### src/rtl/writeback_commit_arb.sv
// Writeback commit arbiter: merges per-unit commit beats into one registered writeback stream.
// Round-robin between packets; a multi-beat packet (sop..eop) holds the grant until its eop beat.
module writeback_commit_arb #(
  parameter int NUM_INPUTS  = 4,
  parameter int UUID_WIDTH  = 44,
  parameter int ISSUE_WIS_W = 2,
  parameter int THREAD_CNT  = 4,
  parameter int XLEN        = 32,
  parameter int NR_BITS     = 6,
  parameter int DATAW       = UUID_WIDTH + ISSUE_WIS_W + THREAD_CNT + XLEN + NR_BITS
                              + THREAD_CNT * XLEN + 2,
  parameter int PERF_W      = 32
) (
  input  logic                        clk,
  input  logic                        reset_n,
  input  logic [NUM_INPUTS-1:0]       in_valid,
  input  logic [NUM_INPUTS*DATAW-1:0] in_data,
  output logic [NUM_INPUTS-1:0]       in_ready,
  output logic                        wb_valid,
  output logic [DATAW-1:0]            wb_data,
  output logic [PERF_W-1:0]           perf_stalls
);

  // state    | meaning
  // UNLOCKED | between packets, round-robin from rr_ptr
  // LOCKED   | mid-packet, only lock_id may be granted
  typedef enum logic {UNLOCKED = 1'b0, LOCKED = 1'b1} state_e;

  localparam int IDX_W = (NUM_INPUTS > 1) ? $clog2(NUM_INPUTS) : 1;

  state_e            state, state_nxt;
  logic [IDX_W-1:0]  lock_id, lock_id_nxt;
  logic [IDX_W-1:0]  rr_ptr, rr_ptr_nxt;

  logic                  grant_any;
  logic [IDX_W-1:0]      grant_idx;
  logic [NUM_INPUTS-1:0] grant_vec;
  logic [DATAW-1:0]      sel_beat;
  logic                  beat_sop, beat_eop;
  logic                  stall;
  int                    scan_idx;

  always_comb begin
    grant_any = 1'b0;
    grant_idx = '0;
    scan_idx  = 0;
    if (state == LOCKED) begin
      grant_idx = lock_id;
      grant_any = in_valid[lock_id];
    end else begin
      for (int k = 0; k < NUM_INPUTS; k++) begin
        scan_idx = (int'(rr_ptr) + k) % NUM_INPUTS;
        if (!grant_any && in_valid[scan_idx]) begin
          grant_any = 1'b1;
          grant_idx = IDX_W'(scan_idx);
        end
      end
    end
    // Gated by reset so nothing is accepted while the arbiter is held in reset.
    grant_any = grant_any && reset_n;
  end

  always_comb begin
    grant_vec = '0;
    if (grant_any) grant_vec = NUM_INPUTS'(1) << grant_idx;
  end

  assign in_ready = grant_vec;
  assign sel_beat = in_data[grant_idx*DATAW +: DATAW];
  assign beat_sop = sel_beat[1];
  assign beat_eop = sel_beat[0];
  // Covers both "valid but nothing granted" and "granted while someone else waits".
  assign stall    = |(in_valid & ~grant_vec);

  always_comb begin
    state_nxt   = state;
    lock_id_nxt = lock_id;
    rr_ptr_nxt  = rr_ptr;
    case (state)
      UNLOCKED: begin
        if (grant_any && !beat_eop) begin
          state_nxt   = LOCKED;
          lock_id_nxt = grant_idx;
        end
      end
      LOCKED: begin
        if (grant_any && beat_eop) state_nxt = UNLOCKED;
      end
      default: state_nxt = UNLOCKED;
    endcase
    if (grant_any && beat_eop)
      rr_ptr_nxt = IDX_W'((int'(grant_idx) + 1) % NUM_INPUTS);
  end

  always_ff @(posedge clk or negedge reset_n) begin
    if (!reset_n) begin
      state   <= UNLOCKED;
      lock_id <= '0;
      rr_ptr  <= '0;
    end else begin
      state   <= state_nxt;
      lock_id <= lock_id_nxt;
      rr_ptr  <= rr_ptr_nxt;
    end
  end

  always_ff @(posedge clk or negedge reset_n) begin
    if (!reset_n) begin
      wb_valid    <= 1'b0;
      wb_data     <= '0;
      perf_stalls <= '0;
    end else begin
      wb_valid <= grant_any;
      if (grant_any) wb_data <= sel_beat;
      if (stall && (perf_stalls != {PERF_W{1'b1}}))
        perf_stalls <= perf_stalls + PERF_W'(1);
    end
  end

`ifndef SYNTHESIS
  always @(posedge clk) begin
    if (reset_n) begin
      assert ($onehot0(in_ready))
        else $error("writeback_commit_arb: in_ready not one-hot-or-zero (%b)", in_ready);
      if (grant_any && state == LOCKED && grant_idx == lock_id)
        assert (!beat_sop)
          else $error("writeback_commit_arb: sop beat from source %0d inside open packet", grant_idx);
      if (grant_any && state == UNLOCKED)
        assert (beat_sop)
          else $error("writeback_commit_arb: beat without sop from source %0d outside packet", grant_idx);
    end
  end
`endif

endmodule

### config.mk
export PLATFORM = sky130hd
export DESIGN_NAME = writeback_commit_arb
export DESIGN_NICKNAME = d
export VERILOG_FILES = /design/src/rtl/writeback_commit_arb.sv
export SDC_FILE = /design/constraint.sdc
export NUM_CORES = 1
export LEC_CHECK = 0
export CAP_MARGIN = 20
export CELL_PAD_IN_SITES_DETAIL_PLACEMENT = 0
export CELL_PAD_IN_SITES_GLOBAL_PLACEMENT = 1
export CORE_AREA = 2 2 438 440
export CTS_CLUSTER_SIZE = 25
export DETAILED_ROUTE_END_ITERATION = 12
export DIE_AREA = 0 0 440 442
export DONT_BUFFER_PORTS = 1
export GPL_ROUTABILITY_DRIVEN = 0
export GPL_TIMING_DRIVEN = 0
export PLACE_DENSITY_LB_ADDON = 0.1
export REMOVE_ABC_BUFFERS = 1
export SLEW_MARGIN = 20
export SYNTH_ARGS = -nofsm -noshare
export SYNTH_HDL_FRONTEND = slang
export SYNTH_SLANG_ARGS = --single-unit
### constraint.sdc
create_clock -name clk -period 2.75 [get_ports clk]
set_clock_uncertainty 0.05 [all_clocks]
set_input_delay 0.1375 -clock clk [delete_from_list [all_inputs] [get_ports clk]]
set_output_delay 0.1375 -clock clk [all_outputs]
set_load 0.02 [all_outputs]
==> results by group, run 1 <==
Floorplan
  • Starting density of the core: slightly below 9%
  • Die area: between 150,000 and 200,000 um2
  • Num ports: between 1,000 and 1,500
  • Core Region: 190,000 um2
  • Rows: 160
  • Die height: between 400 and 500 um
  • Die X: 440 um

Timing
  • Hold Slack: -0.830 ns
  • Min Clock Period, post-route: 2.98 ns
  • Crit share post-route: 108%
  • Pins Over Slew Limit: 0
  • Max_slew headroom: 30.3%
  • Finish-stage setup viols: between 100 and 150
  • Final hold vios: 256
  • Setup TNS: -10.95 ns
  • Tightest Pin Transition: roughly 1.0 ns
  • Max Fclk: roughly 340 MHz
  • RSZ-0062 raised after global routing: yes
  • Worst setup margin: -0.231 ns

Critical path
  • Critical setup path kind: reg2reg
  • Critical path peak fanout: 8
  • Worst r2r dst: wb_data[8]$_DFFE_PN0N_
  • CP arrival: 3.48 ns
  • Depth of the worst register-to-register path: 12
  • Worst reg-to-reg setup slack: -0.23 ns
  • Worst Path Required: around 3.3 ns
  • Crit start category: flop
  • Worst Setup End Kind: flop
  • Reg2Reg Launch Point: rr_ptr[1]$_DFFE_PN0P_

Final layout
  • Nets: 4,088
  • Design Area, Final: ~37,000 um2
  • Reg area: between 6000 and 7000 um2
  • P&R area growth vs syn: 128%
  • FILL cells: between 20,000 and 25,000
  • Multi-input gate area: around 12,000 um2
  • Final Util: between 15 and 20%
  • Layout cells sized above 1: between 20% and 30%
  • Non-filler instance count after layout: between 5,000 and 6,000

Detailed routing
  • Antenna viol nets, final: 0
  • First DRT Iteration DRCs: roughly 1,200
  • Final WL: approximately 140,000 um
  • Number of remaining DRC errors: 0
  • Vias per cell: roughly 3.8
  • Vias after detailed routing: approximately 22,000
  • WL/cell: around 24 um
  • Pre-Repair DR Iteration Count: 6

Global routing
  • Pin count of the biggest net entering global routing: between 200 and 300
  • GRT overflow: 0
  • GRT Overall Usage: 12.8%
  • Vias in the first global route: around 23,000
  • First-pass GRT wire length: between 150,000 and 200,000 um
  • Antenna violations before repair: 13

Yosys
  • Synth cell types: 42
  • Synthesized netlist cell count: roughly 2,100
  • Post-synth top area share: between 30% and 40%
  • Count leader, synth: nand2_1
  • Post-Syn Area: 16,500 um2
  • Main synth FF type: dfrtp_1
  • Syn avg cell area: ~7.7 um2
  • Post-synth EDFFs: 0
  • Yosys reg bits: around 260
  • Yosys top cell by area: dfrtp_1
  • Ys Warns: 0
  • Most common library cells after synthesis: 881 x nand2_1, 256 x dfrtp_1, 225 x and3_1
  • Sequential-to-total area share from yosys stat: 38.9%
  • Asr flop ratio synth: 100%
  • Largest cells by area after synthesis: dfrtp_1 39%, nand2_1 20%, a311oi_1 12%, a21o_1 9.9%, and3_1 8.5%

Placement
  • PortBufs: 0
  • Placed insts: between 4,000 and 5,000
  • Placement Cell Area: between 20,000 and 25,000 um2
  • Worst slack, placed: -2.12 ns
  • HPWL Detailed: about 86,000 um

Pwr
  • Switching pwr: about 21 mW
  • Seq pwr share: a little over a fifth
  • Gate power share: 65.1%
  • Clock power frac: about an eighth
  • Power per Cell Area: about 1200 nW/um2
  • Peak supply drop: slightly below 0.5 mV
  • Leakage power: ~16 nW
  • Total power: approximately 45 mW
  • Cell-internal power: 23.8 mW
  • Sw Share: a little under half

Clock tree
  • CTS Buffer Depth: 3
  • CTS tree: done
  • Worst-path clk slew: roughly 0.050 ns
  • Root buf cell: clkbuf_16
  • CTS Buf Count: 44
  • H-tree depth: 2
  • CTS sink cnt: ~260
  • Worst-Skew Late Latency: between 0.6 and 0.7 ns

Run status
  • Violated checks: hold timing, setup timing
  • Outcome: finished, violations left

Run
  • Max-cap viol count: 0

Worst hold path
  • Worst Hold Class: in2async
[cells in the final DEF, fill, tap and decap left out, types with 8 or more instances in the layout]
master,Yosys,routed
a21o_1,218,218
a311oi_1,217,68
a311oi_2,0,100
a311oi_4,0,49
and3_1,225,139
and3_4,0,86
buf_12,0,50
buf_16,0,40
buf_4,2,140
buf_6,0,63
buf_8,0,22
bufbuf_16,0,28
clkbuf_1,139,11
clkbuf_16,0,61
clkbuf_8,0,8
dfrtp_1,256,241
dfrtp_2,0,14
diode_2,0,8
dlygate4sd3_1,0,868
nand2_1,881,775
nand2_2,0,75
nand2_4,0,27
nand3_1,23,9
nand3_2,0,8
nand4_1,12,12
xnor2_1,31,25
[flip-flops by register name, summed over array words and instances, names as in the netlist]
name,cells
lock_id,2
wb_valid,1
wb_data,218
rr_ptr,2
perf_stalls,32
state,1
[critical path, stage by stage (launching register included)]
cell and delay [ns]:
dfrtp_2 0.45, buf_6 0.14, buf_6 0.11, nor4b_4 0.33, o21ai_4 0.12, buf_6 0.14, o311a_4 0.14, buf_12 0.14
buf_12 0.13, buf_16 0.16, clkbuf_16 0.22, a311oi_4 0.58, a21o_1 0.14
[worst max-delay path by stage]
stage,to,cells after the start,startpoint
6_report,wb_data[8]$_DFFE_PN0N_,12,rr_ptr[1]$_DFFE_PN0P_
5_1_grt,wb_data[73]$_DFFE_PN0N_,19,rr_ptr[0]$_DFFE_PN0P_
4_1_cts,wb_data[71]$_DFFE_PN0N_,16,rr_ptr[1]$_DFFE_PN0P_
3_5_place_dp,wb_data[8]$_DFFE_PN0N_,16,rr_ptr[1]$_DFFE_PN0P_
3_3_place_gp,wb_data[169]$_DFFE_PN0N_,5,rr_ptr[0]$_DFFE_PN0P_
2_1_floorplan,perf_stalls[1]$_DFFE_PN0P_,7,rr_ptr[1]$_DFFE_PN0P_
[power groups by stage]
| stage | registers, mW | clock network [mW] | logic (mW) |
|---|---|---|---|
| after floorplan | 8.37 | 0 | 7.63 |
| final | 9.74 | 5.96 | 29.2 |
| after global placement | 7.71 | 0 | 6.68 |
| after global routing | 9.99 | 6.45 | 31.0 |
| after detailed placement | 9.88 | 0 | 14.5 |
| after CTS | 9.84 | 6.37 | 26.7 |
[routing by layer]
metal | GRT usage, % | vias up | wire length, um
li1 | - | 9733 | -
met1 | 15.0 | 11000 | 54800
met3 | 2.91 | 188 | 9090
met5 | 0 | - | 0
met4 | 4.59 | 0 | 5400
met2 | 22.6 | 919 | 66500
[cell type report]
| cell class | count | area share, % |
|---|---|---|
| clock buffer | 63 | 3.34 |
| clock inverter | 15 | 0.644 |
| timing repair buffer | 1229 | 38.0 |
| sequential | 256 | 17.2 |
| antenna | 8 | 0.0534 |
| multi-input combinational | 1674 | 32.4 |
| tap | 2511 | 8.38 |
| inverter | 4 | 0.0401 |
[kinds of logic after synthesis]
group | count (synthesis) | share of synthesized area, %
DFF | 256 | 38.9
AOI/OAI and AO/OA | 451 | 22.3
muxes | 11 | 0.790
buffers and inverters | 206 | 5.10
and+or+nand+nor | 1177 | 31.2
xor gates and xnor gates | 31 | 1.65
adders and majority gates | 1 | 0.0760
[timing repair]
action | in CTS | in global routing
endpoints found under the hold margin | 478 | 258
gates cloned | 56 | 21
pin swaps | 167 | 101
setup endpoints to repair | 246 | 222
hold buffers | 865 | 3
resized for setup | 512 | 273
buffers inserted | 154 | 96
No activity file was read; power rests on OpenSTA's default activity.
==> run 2: changes to the inputs <==
--- a/config.mk
+++ b/config.mk
@@ -6,12 +6,10 @@
 export NUM_CORES = 1
 export LEC_CHECK = 0
 export CAP_MARGIN = 20
-export CELL_PAD_IN_SITES_DETAIL_PLACEMENT = 0
-export CELL_PAD_IN_SITES_GLOBAL_PLACEMENT = 1
-export CORE_AREA = 2 2 438 440
+export CORE_AREA = 2 2 444 446
 export CTS_CLUSTER_SIZE = 25
 export DETAILED_ROUTE_END_ITERATION = 12
-export DIE_AREA = 0 0 440 442
+export DIE_AREA = 0 0 446 448
 export DONT_BUFFER_PORTS = 1
 export GPL_ROUTABILITY_DRIVEN = 0
 export GPL_TIMING_DRIVEN = 0
==> run 2 against run 1 <==
  * Clock power decreased by 4.2%
  * Count of clock-buffer cells in the layout decreased by 4
  * Critical path depth increased by 2
  * Routed wire length increased by 5.4%
  * Final cell count decreased by 0.19%
  * Via count decreased by 2.1%
  * The run still ends with hold timing, setup timing left
  * Global-route usage increased by 0.20 points
  * Critical endpoint is now wb_data[150]$_DFFE_PN0N_
==> results by group, run 2 (synthesized netlist as in run 1, its figures left out) <==
Run status
  • Outcome: finished, violations left
  • Violated checks: hold timing, setup timing

Critical path
  • Cell mode on critical path: buf_12
  • Worst path cell trace: buf_6 -> and4b_1 -> o21ai_2 -> o311ai_4 -> buf_6 -> buf_12 -> buf_12 -> buf_12 -> buf_12 -> buf_12 -> buf_16 -> and3_4 -> a311oi_4 -> a21o_1
  • Worst path max stage delay: 0.46 ns (-0.12 ns)
  • CP arrival: 3.45 ns (-0.03 ns)
  • CP delay by family, top: buffers and inverters
  • Critical setup path kind: reg2reg
  • Number of buffers and inverters on the critical path: 8 (+1)
  • CP max stage cell: dfrtp_2
  • Crit start category: flop
  • Worst Setup End Kind: flop
  • Critical path peak fanout: 6 (-2)
  • Worst Path Required: 3.25 ns (about the same)

Floorplan
  • Die area: 200,000 um2 (+2.7%)
  • Die height: 448 um (+1.4%)
  • Core Region: 195,000 um2 (+2.6%)
  • Num ports: 1,133 (unchanged)
  • Die X: 446 um (+1.4%)
  • Starting density of the core: 8.46% (-0.22 points)
  • Rows: 162 (+1.3%)

Timing
  • Min Clock Period, post-route: 2.95 ns (-0.0351 ns)
  • Hold Slack: -0.817 ns (+0.0130 ns)
  • Max Fclk: 339 MHz (+1.2%)
  • Tightest Pin Transition: 0.870 ns (-0.176 ns)
  • Max_slew headroom: 42.0% (+12 points)
  • Worst setup margin: -0.196 ns (+0.0351 ns)
  • Final hold vios: 256 (unchanged)
  • Pins Over Slew Limit: 0 (unchanged)
  • Crit share post-route: 107% (-1.3 points)
  • Finish-stage setup viols: 89 (-35%)
  • Setup TNS: -6.15 ns (+4.79 ns)
  • RSZ-0062 raised after global routing: yes

Global routing
  • Antenna violations before repair: 26 (+13)
  • Vias in the first global route: 22,600 (-2.4%)
  • GRT Overall Usage: 13.0% (+0.20 points)
  • Pin count of the biggest net entering global routing: 262 (unchanged)
  • GRT overflow: 0 (unchanged)
  • First-pass GRT wire length: 183,000 um (+2.0%)

Pwr
  • Total power: 44.1 mW (-1.9%)
  • Peak supply drop: 0.623 mV (+27%)
  • Sw Share: 48.7% (+1.7 points)
  • Seq pwr share: 22.4% (+0.7 points)
  • Gate power share: 64.7% (-0.4 points)
  • Leakage power: 15.8 nW (-3.2%)
  • Cell-internal power: 22.6 mW (-5.1%)
  • Power per Cell Area: 1200 nW/um2 (-0.27%)
  • Clock power frac: 13.0% (-0.3 points)
  • Switching pwr: 21.5 mW (+1.8%)

Detailed routing
  • Number of remaining DRC errors: 0 (unchanged)
  • WL/cell: 24.9 um (+5.6%)
  • Final WL: 143,000 um (+5.4%)
  • Vias after detailed routing: 21,400 (-2.1%)
  • First DRT Iteration DRCs: 1,136 (-5.8%)
  • Vias per cell: 3.72 (-1.9%)
  • Pre-Repair DR Iteration Count: 5 (-1)
  • Antenna viol nets, final: 0 (unchanged)

Clock tree
  • H-tree depth: 2 (unchanged)
  • CTS Buffer Depth: 3 (unchanged)
  • CTS tree: done
  • CTS Buf Count: 44 (unchanged)
  • Worst-Skew Late Latency: 0.62 ns (about the same)
  • Root buf cell: clkbuf_16
  • Worst-path clk slew: 0.06 ns (about the same)
  • CTS sink cnt: 256 (unchanged)

Final layout
  • Nets: 4,043 (-1.1%)
  • Commonest non-fill, non-tap cells in the layout: 857 x dlygate4sd3_1, 796 x nand2_1, 244 x dfrtp_1, 218 x a21o_1, 129 x buf_4
  • Top Registers: wb_data x218, perf_stalls x32
  • Layout cells sized above 1: 25.8% (-0.43 points)
  • Max reg flops: 218 (unchanged)
  • Top reg by flops: wb_data
  • P&R area growth vs syn: 124%
  • FILL cells: 21,500 (+3.3%)
  • Design Area, Final: 36,900 um2 (-1.6%)
  • Most common cell after layout, fill and taps aside: dlygate4sd3_1

Placement
  • Worst slack, placed: -1.82 ns (+0.296 ns)
  • HPWL Detailed: 99,500 um (+15%)
  • Placement Cell Area: 20,300 um2 (+1.2%)
  • PortBufs: 0 (unchanged)

Worst hold path
  • Worst Hold Class: in2async

Run
  • Max-cap viol count: 0 (unchanged)
==> run 2: changes by cell type in the layout (fill, tap and decap cells not counted), sizes merged, moves of 2 or more <==
cell         change
bufinv           -2
o311a            -2
clkinv           +2
clkbuf           -2
dlygate4sd3     -11
bufbuf          -16
diode            +5
buf             -18
==> run 2: worst register-to-register path, stage by stage, from the launching register on <==
cell and delay [ns]:
dfrtp_2 0.46, buf_6 0.14, and4b_1 0.17, o21ai_2 0.22
o311ai_4 0.23, buf_6 0.19, buf_12 0.13, buf_12 0.14
buf_12 0.14, buf_12 0.15, buf_12 0.13, buf_16 0.13
and3_4 0.15, a311oi_4 0.31, a21o_1 0.12
==> run 2: final cells by class <==
type	count	area, um2	share of cell area, %
Clock inverter	17	181	0.492
Antenna cell	13	32.5	0.0882
Multi-Input combinational cell	1672	12400	33.6
Tap cell	2542	3180	8.63
Inverter	4	15.0	0.0407
Sequential cell	256	6420	17.4
Clock buffer	59	1230	3.33
Timing Repair Buffer	1186	13400	36.4
==> run 2: power groups by stage <==
stage / clock network [mW] / registers (mW) / logic (mW)
finish: 5.71 / 9.86 / 28.5
global route: 6.21 / 10.2 / 30.3
CTS: 6.13 / 10.0 / 25.8
detailed placement: 0 / 10.1 / 16.0
global placement: 0 / 7.54 / 6.66
floorplan: 0 / 8.37 / 7.63
==> run 2: repair_timing <==
item                       in CTS  in global routing
cloned                         26                 20
hold endpoints to repair      477                257
pin swaps                     182                101
buffers inserted              138                 76
setup endpoints to repair     254                242
resized for setup             578                169
hold buffers                  856                  1
==> run 2: per-layer routing <==
layer	track usage, %	wire length, um	up-vias
met4	4.50	4610	8
met3	3.59	10700	172
met2	22.8	71700	818
met5	0	52	-
li1	-	-	9644
met1	15.1	56200	10700
==> run 2: metrics by stage <==
| step | hold WS [ns] | utilization, % | instances |
|---|---|---|---|
| after floorplan | -0.208 | - | 1931 |
| after global placement | -0.195 | 9.67 | 4473 |
| after detailed placement | -0.197 | 10.4 | 4566 |
| after CTS | -0.925 | 18.0 | 5658 |
| after global routing | -0.897 | 18.9 | 5744 |
| final | -0.817 | 18.9 | 5749 |
==> run 2: final timing paths <==
path | to | cells after the start | from | slack (ns)
worst max-delay path | wb_data[150]$_DFFE_PN0N_ | 14 | rr_ptr[0]$_DFFE_PN0P_ | -0.20
worst min-delay path | wb_data[138]$_DFFE_PN0N_ | 0 | reset_n | -0.82
worst max register to register | wb_data[150]$_DFFE_PN0N_ | 14 | rr_ptr[0]$_DFFE_PN0P_ | -0.20
worst min register to register | lock_id[1]$_DFFE_PN0P_ | 1 | lock_id[1]$_DFFE_PN0P_ | 0.52
max in group asynchronous | wb_data[32]$_DFFE_PN0N_ | 0 | reset_n | 2.74
min in group clk | wb_data[24]$_DFFE_PN0N_ | 5 | in_data[460] | 0.04
